==> src/rtl/pc_pkg.sv <==
// Shared definitions for the fetch-stage program-counter generator.
package pc_pkg;

    // Default PC width and the default reset vector
    localparam int          PC_WIDTH_DEF = 32;
    localparam logic [31:0] RESET_PC_DEF = 32'h0000_0000;

    // PC word at the default width
    typedef logic [PC_WIDTH_DEF-1:0] pc_word_t;

    // Source selected for the next pc value, in priority order
    typedef enum logic [1:0] {
        REDIRECT = 2'd0,
        RAS      = 2'd1,
        SEQ      = 2'd2,
        HOLD     = 2'd3
    } pc_src_e;

endpackage

==> src/rtl/pc_gen_ras_stack.sv <==
// Circular return-address stack. A push onto a full stack overwrites
// the oldest entry. Pops on an empty stack are ignored. When a push and an
// effective pop happen in the same cycle, top_data still shows the
// pre-push top and the push overwrites that same slot.
module ras_stack #(
    parameter  int DEPTH = 4,
    parameter  int WIDTH = 32,
    localparam int PTR_W = $clog2(DEPTH),
    localparam int CNT_W = $clog2(DEPTH) + 1
) (
    input  logic             clk,
    input  logic             rst_n,
    input  logic             push,
    input  logic [WIDTH-1:0] push_data,
    input  logic             pop,
    output logic [WIDTH-1:0] top_data,
    output logic [CNT_W-1:0] count
);

    localparam logic [CNT_W-1:0] FULL = CNT_W'(DEPTH);

    logic [WIDTH-1:0] mem_q [DEPTH];
    logic [WIDTH-1:0] mem_d [DEPTH];
    logic [PTR_W-1:0] top_q, top_d;
    logic [CNT_W-1:0] count_q, count_d;
    logic             pop_eff;

    // Next pointer, count and storage for push, pop or push+pop
    always_comb begin
        mem_d   = mem_q;
        top_d   = top_q;
        count_d = count_q;
        pop_eff = pop && (count_q != '0);
        case ({push, pop_eff})
            2'b10: begin
                top_d        = top_q + PTR_W'(1);
                mem_d[top_d] = push_data;
                count_d      = (count_q == FULL) ? count_q : count_q + CNT_W'(1);
            end
            2'b01: begin
                top_d   = top_q - PTR_W'(1);
                count_d = count_q - CNT_W'(1);
            end
            2'b11: begin
                mem_d[top_q] = push_data;
            end
            default: ;
        endcase
    end

    // Pointer and count registers; reset empties the stack
    always_ff @(posedge clk) begin
        if (!rst_n) begin
            top_q   <= '0;
            count_q <= '0;
        end else begin
            top_q   <= top_d;
            count_q <= count_d;
        end
    end

    // Entry storage; contents are don't-care after reset
    always_ff @(posedge clk) begin
        mem_q <= mem_d;
    end

    assign top_data = mem_q[top_q];
    assign count    = count_q;

endmodule

==> src/rtl/pc_gen.sv <==
// Fetch-stage program-counter generator with redirect port and RAS prediction.
//
// Handshake: pc is offered whenever pc_valid=1; a fetch transfer happens on
// each rising edge where pc_valid=1 and fetch_ready=1, after which pc moves on
// (sequentially or to the RAS top). Without fetch_ready the pc holds, except
// for a redirect, which replaces pc unconditionally.
module pc_gen
    import pc_pkg::*;
#(
    parameter int               WIDTH     = PC_WIDTH_DEF,
    parameter int               STEP      = 1,
    parameter logic [WIDTH-1:0] RESET_PC  = WIDTH'(RESET_PC_DEF),
    parameter int               RAS_DEPTH = 4
) (
    input  logic                         clock,
    input  logic                         reset_n,
    input  logic                         fetch_ready,
    output logic                         pc_valid,
    output logic [WIDTH-1:0]             pc,
    output logic [WIDTH-1:0]             pc_next_seq,
    input  logic                         redirect_valid,
    input  logic [WIDTH-1:0]             redirect_pc,
    input  logic                         ras_push,
    input  logic [WIDTH-1:0]             ras_push_addr,
    input  logic                         ras_pop,
    output logic [$clog2(RAS_DEPTH):0]   ras_count,
    output logic                         ras_underflow
);

    localparam int CNT_W = $clog2(RAS_DEPTH) + 1;

    logic [WIDTH-1:0] pc_q, pc_d;
    logic             pc_valid_q, pc_valid_d;
    logic             ras_underflow_q, ras_underflow_d;
    pc_src_e          pc_src;
    logic [WIDTH-1:0] ras_top;
    logic [CNT_W-1:0] ras_cnt;
    logic             ras_empty;
    logic             ras_push_en;
    logic             ras_pop_en;

    // Sequential successor; wraps modulo 2^WIDTH
    assign pc_next_seq = pc_q + WIDTH'(STEP);
    assign ras_empty   = (ras_cnt == '0);

    // Priority select of the next-pc source
    always_comb begin
        pc_src = HOLD;
        if (pc_valid_q) begin
            if (redirect_valid) begin
                pc_src = REDIRECT;
            end else if (ras_pop && fetch_ready && !ras_empty) begin
                pc_src = RAS;
            end else if (fetch_ready) begin
                pc_src = SEQ;
            end
        end
    end

    // Next pc, valid, underflow pulse and RAS controls
    always_comb begin
        pc_d       = pc_q;
        pc_valid_d = 1'b1;
        case (pc_src)
            REDIRECT: pc_d = redirect_pc;
            RAS:      pc_d = ras_top;
            SEQ:      pc_d = pc_next_seq;
            default:  pc_d = pc_q;
        endcase
        // A pop that loses to a redirect is not an underflow
        ras_underflow_d = pc_valid_q && !redirect_valid && ras_pop &&
                          fetch_ready && ras_empty;
        ras_push_en     = pc_valid_q && ras_push;
        ras_pop_en      = (pc_src == RAS);
    end

    // pc, pc_valid and underflow registers; reset wins over everything
    always_ff @(posedge clock) begin
        if (!reset_n) begin
            pc_q            <= RESET_PC;
            pc_valid_q      <= 1'b0;
            ras_underflow_q <= 1'b0;
        end else begin
            pc_q            <= pc_d;
            pc_valid_q      <= pc_valid_d;
            ras_underflow_q <= ras_underflow_d;
        end
    end

    ras_stack #(
        .DEPTH (RAS_DEPTH),
        .WIDTH (WIDTH)
    ) u_ras (
        .clk       (clock),
        .rst_n     (reset_n),
        .push      (ras_push_en),
        .push_data (ras_push_addr),
        .pop       (ras_pop_en),
        .top_data  (ras_top),
        .count     (ras_cnt)
    );

    assign pc            = pc_q;
    assign pc_valid      = pc_valid_q;
    assign ras_count     = ras_cnt;
    assign ras_underflow = ras_underflow_q;

endmodule
==> config.mk <==
export PLATFORM = sky130hd
export DESIGN_NAME = pc_gen
export DESIGN_NICKNAME = d
export VERILOG_FILES = /design/src/rtl/pc_pkg.sv /design/src/rtl/pc_gen_ras_stack.sv /design/src/rtl/pc_gen.sv
export SDC_FILE = /design/constraint.sdc
export NUM_CORES = 1
export LEC_CHECK = 0
export ABC_CLOCK_PERIOD_IN_PS = 3900
export BUFFER_PORTS_ARGS = -buffer_cell sky130_fd_sc_hd__buf_2
export CORE_MARGIN = 2
export CORE_UTILIZATION = 52
export DETAILED_ROUTE_END_ITERATION = 8
export GPL_ROUTABILITY_DRIVEN = 1
export PLACE_DENSITY = 0.76
export SLEW_MARGIN = 20
export SYNTH_ARGS = -nofsm -noshare
export SYNTH_HDL_FRONTEND = slang
export SYNTH_HIERARCHICAL = 1
export SYNTH_SLANG_ARGS = --single-unit
==> constraint.sdc <==
create_clock -name clock -period 3.9 [get_ports clock]
set_input_delay 0.78 -clock clock [delete_from_list [all_inputs] [get_ports clock]]
set_output_delay 0.78 -clock clock [all_outputs]
set_load 0.005 [all_outputs]
==> impl_metrics.env <==
export IMPL_maxCapViolCount=0
export IMPL_hold_path_class="register to register"
export IMPL_layout_drive_gt1_share_pct=27.83
export IMPL_endpoint_kind="output port"
export IMPL_finalCritPeriodShare_pct=87.51
export IMPL_routed_wl_um=21870
export IMPL_r2r_end="u_ras/mem_q[107]"
export IMPL_worstMarginPinSlew_ns=0.8533
export IMPL_outcome="complete, no violations"
export IMPL_drt_first_pass_iters=5
export IMPL_wl_per_cell_um=20.12
export IMPL_io_buffers=138
export IMPL_cts_hold_buf=0
export IMPL_grt_pass1_wl_um=34220
export IMPL_multiInputGateArea_um2=3846
export IMPL_path_clk_slew_ns=0.06
export IMPL_setup_viol=0
export IMPL_finalHoldViolations=0
export IMPL_die_area_um2=18020
export IMPL_drtAntennaViolNets=0
export IMPL_slew_viol_final=0
export IMPL_synthCells=725
export IMPL_die_x_um=134.2
export IMPL_syn_area_um2=8821
export IMPL_mostFrequentLayoutCells="138 x buf_2, 128 x nor2b_1, 128 x edfxtp_1"
export IMPL_nFillCells=1313
export IMPL_reg2reg_depth=10
export IMPL_timing_rr_start="u_ras/count[1]"
export IMPL_ir_drop_uv=344.3
export IMPL_seq_area_um2=4626
export IMPL_clock_skew_ns=0.01126
export IMPL_layout_nets=938
export IMPL_drc_errors=0
export IMPL_path_cells="ha_1 -> and3_1 -> and2_1 -> and4_1 -> xor2_2 -> buf_2"
export IMPL_cp_required_ns=3.12
export IMPL_power_density_nw_per_um2=436.6
export IMPL_synth_ff_type="edfxtp_1"
export IMPL_finalCriticalPeriod_ns=3.413
export IMPL_vias_per_cell=5.912
export IMPL_vias=6426
export IMPL_crit_slowest_cell="dfxtp_1"
export IMPL_arrival_ns=2.63
export IMPL_worstSetupPathType="register to output port"
export IMPL_cp_max_fo=9
export IMPL_syn_avg_cell_area_um2=12.17
export IMPL_cpPeakStageDelay_ns=0.53
export IMPL_synth_edff_count=128
export IMPL_initial_core_util_pct=53.19
export IMPL_setup_tns_ns=0
export IMPL_fin_util_pct=61.83
export IMPL_synthArstFlopShare_pct=0
export IMPL_grt_pass1_vias=6192
export IMPL_crit_start="pc[0]"
export IMPL_antenna_found_initial=1
export IMPL_crit_family="simple AND/OR/NAND/NOR gates"
export IMPL_syn2layout_area_growth_pct=16.24
export IMPL_pin_count=139
export IMPL_rsz0062_at_grt="false"
export IMPL_clock_sinks=167
export IMPL_dp_hpwl_um=15080
export IMPL_cts_made_buffers=17
export IMPL_p_leak_nw=3.935
export IMPL_yosys_cell_types_count=63
export IMPL_grtUsageTotal_pct=24.91
export IMPL_rows=47
export IMPL_cp_num_buf_inv=1
export IMPL_ys_warn_count=6
export IMPL_worst_setup_path_start_kind="register"
export IMPL_clkLatencyLatePin_ns=0.42
export IMPL_cts_tree="yes"
export IMPL_mappedNetlistNets=809
export IMPL_ctsHtreeMaxLevel=4
export IMPL_root_buffer="clkbuf_16"
export IMPL_fmax_ghz=0.2930
export IMPL_grt_start_max_net_pins=33
export IMPL_gr_total_overflow=0
export IMPL_die_h_um=134.2
export IMPL_final_common_cell="buf_2"
export IMPL_drt_initial_drc_count=721
export IMPL_clock_path_buffers=2
export IMPL_hold_path_end="ras_underflow"
export IMPL_post_cts_setup_buffers=0
export IMPL_core_um2=16580
export IMPL_cts_resized=0
export IMPL_regToRegSetupSlack_ns=0.70
export IMPL_place_gp_congestion=0.8946
export IMPL_hold_path_startpoint="pc_valid"
export IMPL_ys_ff_latch=167
export IMPL_min_path_cells=2
export IMPL_synth_seq_area_share_pct=52.43
export IMPL_slew_limit_headroom_pct=43.12
flip-flops by register name, indices dropped and copies added, names as in the netlist:
signal,cells
pc,32
pc_valid,1
ras_underflow,1
u_ras/count,3
u_ras/mem_q,128
u_ras/top_q,2
tightest hold or removal path: stages (launching register included):
cell and delay [ns]:
dfxtp_1 0.34, nand4_1 0.10, nor3_1 0.04
where the power goes:
part	internal (W)	leakage [nW]	switching [W]
Sequential	0.00201	1.64	0.000105
Clock	0.000997	0.272	0.000645
Combinational	0.000317	2.02	0.000399
Total	0.00333	3.93	0.00115
layout make-up:
type | count | share of cell area [%]
Multi-Input combinational cell | 488 | 37.51
Timing Repair Buffer | 161 | 8.420
Inverter | 19 | 0.6955
Antenna cell | 1 | 0.02441
Tap cell | 220 | 2.685
Clock inverter | 10 | 1.257
Sequential cell | 167 | 45.11
Clock buffer | 21 | 4.295
worst max path at each step:
stage / to / slack (ns) / cells after the start
final: pc_next_seq[10] / 0.49 / 6
after global routing: pc_next_seq[10] / 0.43 / 6
after CTS: pc_next_seq[10] / 0.53 / 6
after detailed placement: u_ras/mem_q[112] / 0.60 / 10
after global placement: u_ras/mem_q[111] / 0.65 / 10
after floorplan: u_ras/mem_q[64] / 0.26 / 10
cells by family after synthesis:
family	synth area share, %
AND/OR/NAND/NOR	19.12
flip-flops	52.43
AO/OA/AOI/OAI	9.404
buffers and inverters	4.085
multiplexers	9.730
XOR/XNOR	3.163
adder cells (fa/ha/maj)	2.071
synth_stat cells (3+ instances only):
master / instances / area, µm²
nor2_1: 39 / 146.4
xor2_1: 9 / 78.83
nand3_1: 15 / 75.07
nor3_2: 5 / 50.05
nand2_1: 26 / 97.59
clkbuf_1: 18 / 67.56
mux4_2: 28 / 630.6
o211ai_1: 6 / 45.04
a21oi_1: 17 / 85.08
nand4_1: 10 / 62.56
a31oi_1: 8 / 50.05
a221oi_1: 12 / 105.1
nor4_1: 3 / 18.77
mux2i_4: 4 / 90.09
o2bb2ai_1: 3 / 26.28
a221o_1: 9 / 90.09
ha_1: 13 / 162.7
mux4_1: 4 / 105.1
o21ai_0: 29 / 145.1
buf_2: 24 / 120.1
xnor2_1: 21 / 183.9
edfxtp_1: 128 / 3844
buf_12: 3 / 60.06
inv_1: 18 / 67.56
buf_4: 3 / 22.52
nor3_1: 20 / 100.1
dfxtp_1: 39 / 780.8
and2_1: 9 / 56.30
nand2b_1: 3 / 18.77
nor2b_1: 128 / 800.8
a22oi_1: 10 / 75.07
o31ai_1: 3 / 22.52
and3_1: 6 / 37.54
and4_1: 9 / 78.83
routing by layer:
layer	wire, µm	track usage (%)	part of all wire [%]
met5	0	0	0
met4	506	8.947	2.3
met3	1616	5.253	7.4
met2	10140	38.69	46
met1	9608	34.94	44
stage by stage:
step / cells / hold WS (ns) / instance area [µm²] / total power (W) / setup slack (ns)
5_1_grt: 1087 / 0.5650 / 10250 / 0.004640 / 0.4314
3_5_place_dp: 1055 / 0.5060 / 9682 / 0.002860 / 0.5964
3_3_place_gp: 1055 / 0.5029 / 9682 / 0.002845 / 0.6472
2_1_floorplan: 725 / 0.4894 / 8831 / 0.002600 / 0.2582
6_report: 1087 / 0.5249 / 10250 / 0.004477 / 0.4871
4_1_cts: 1086 / 0.5223 / 10250 / 0.004489 / 0.5262
Power figures use the tool's default switching activity.
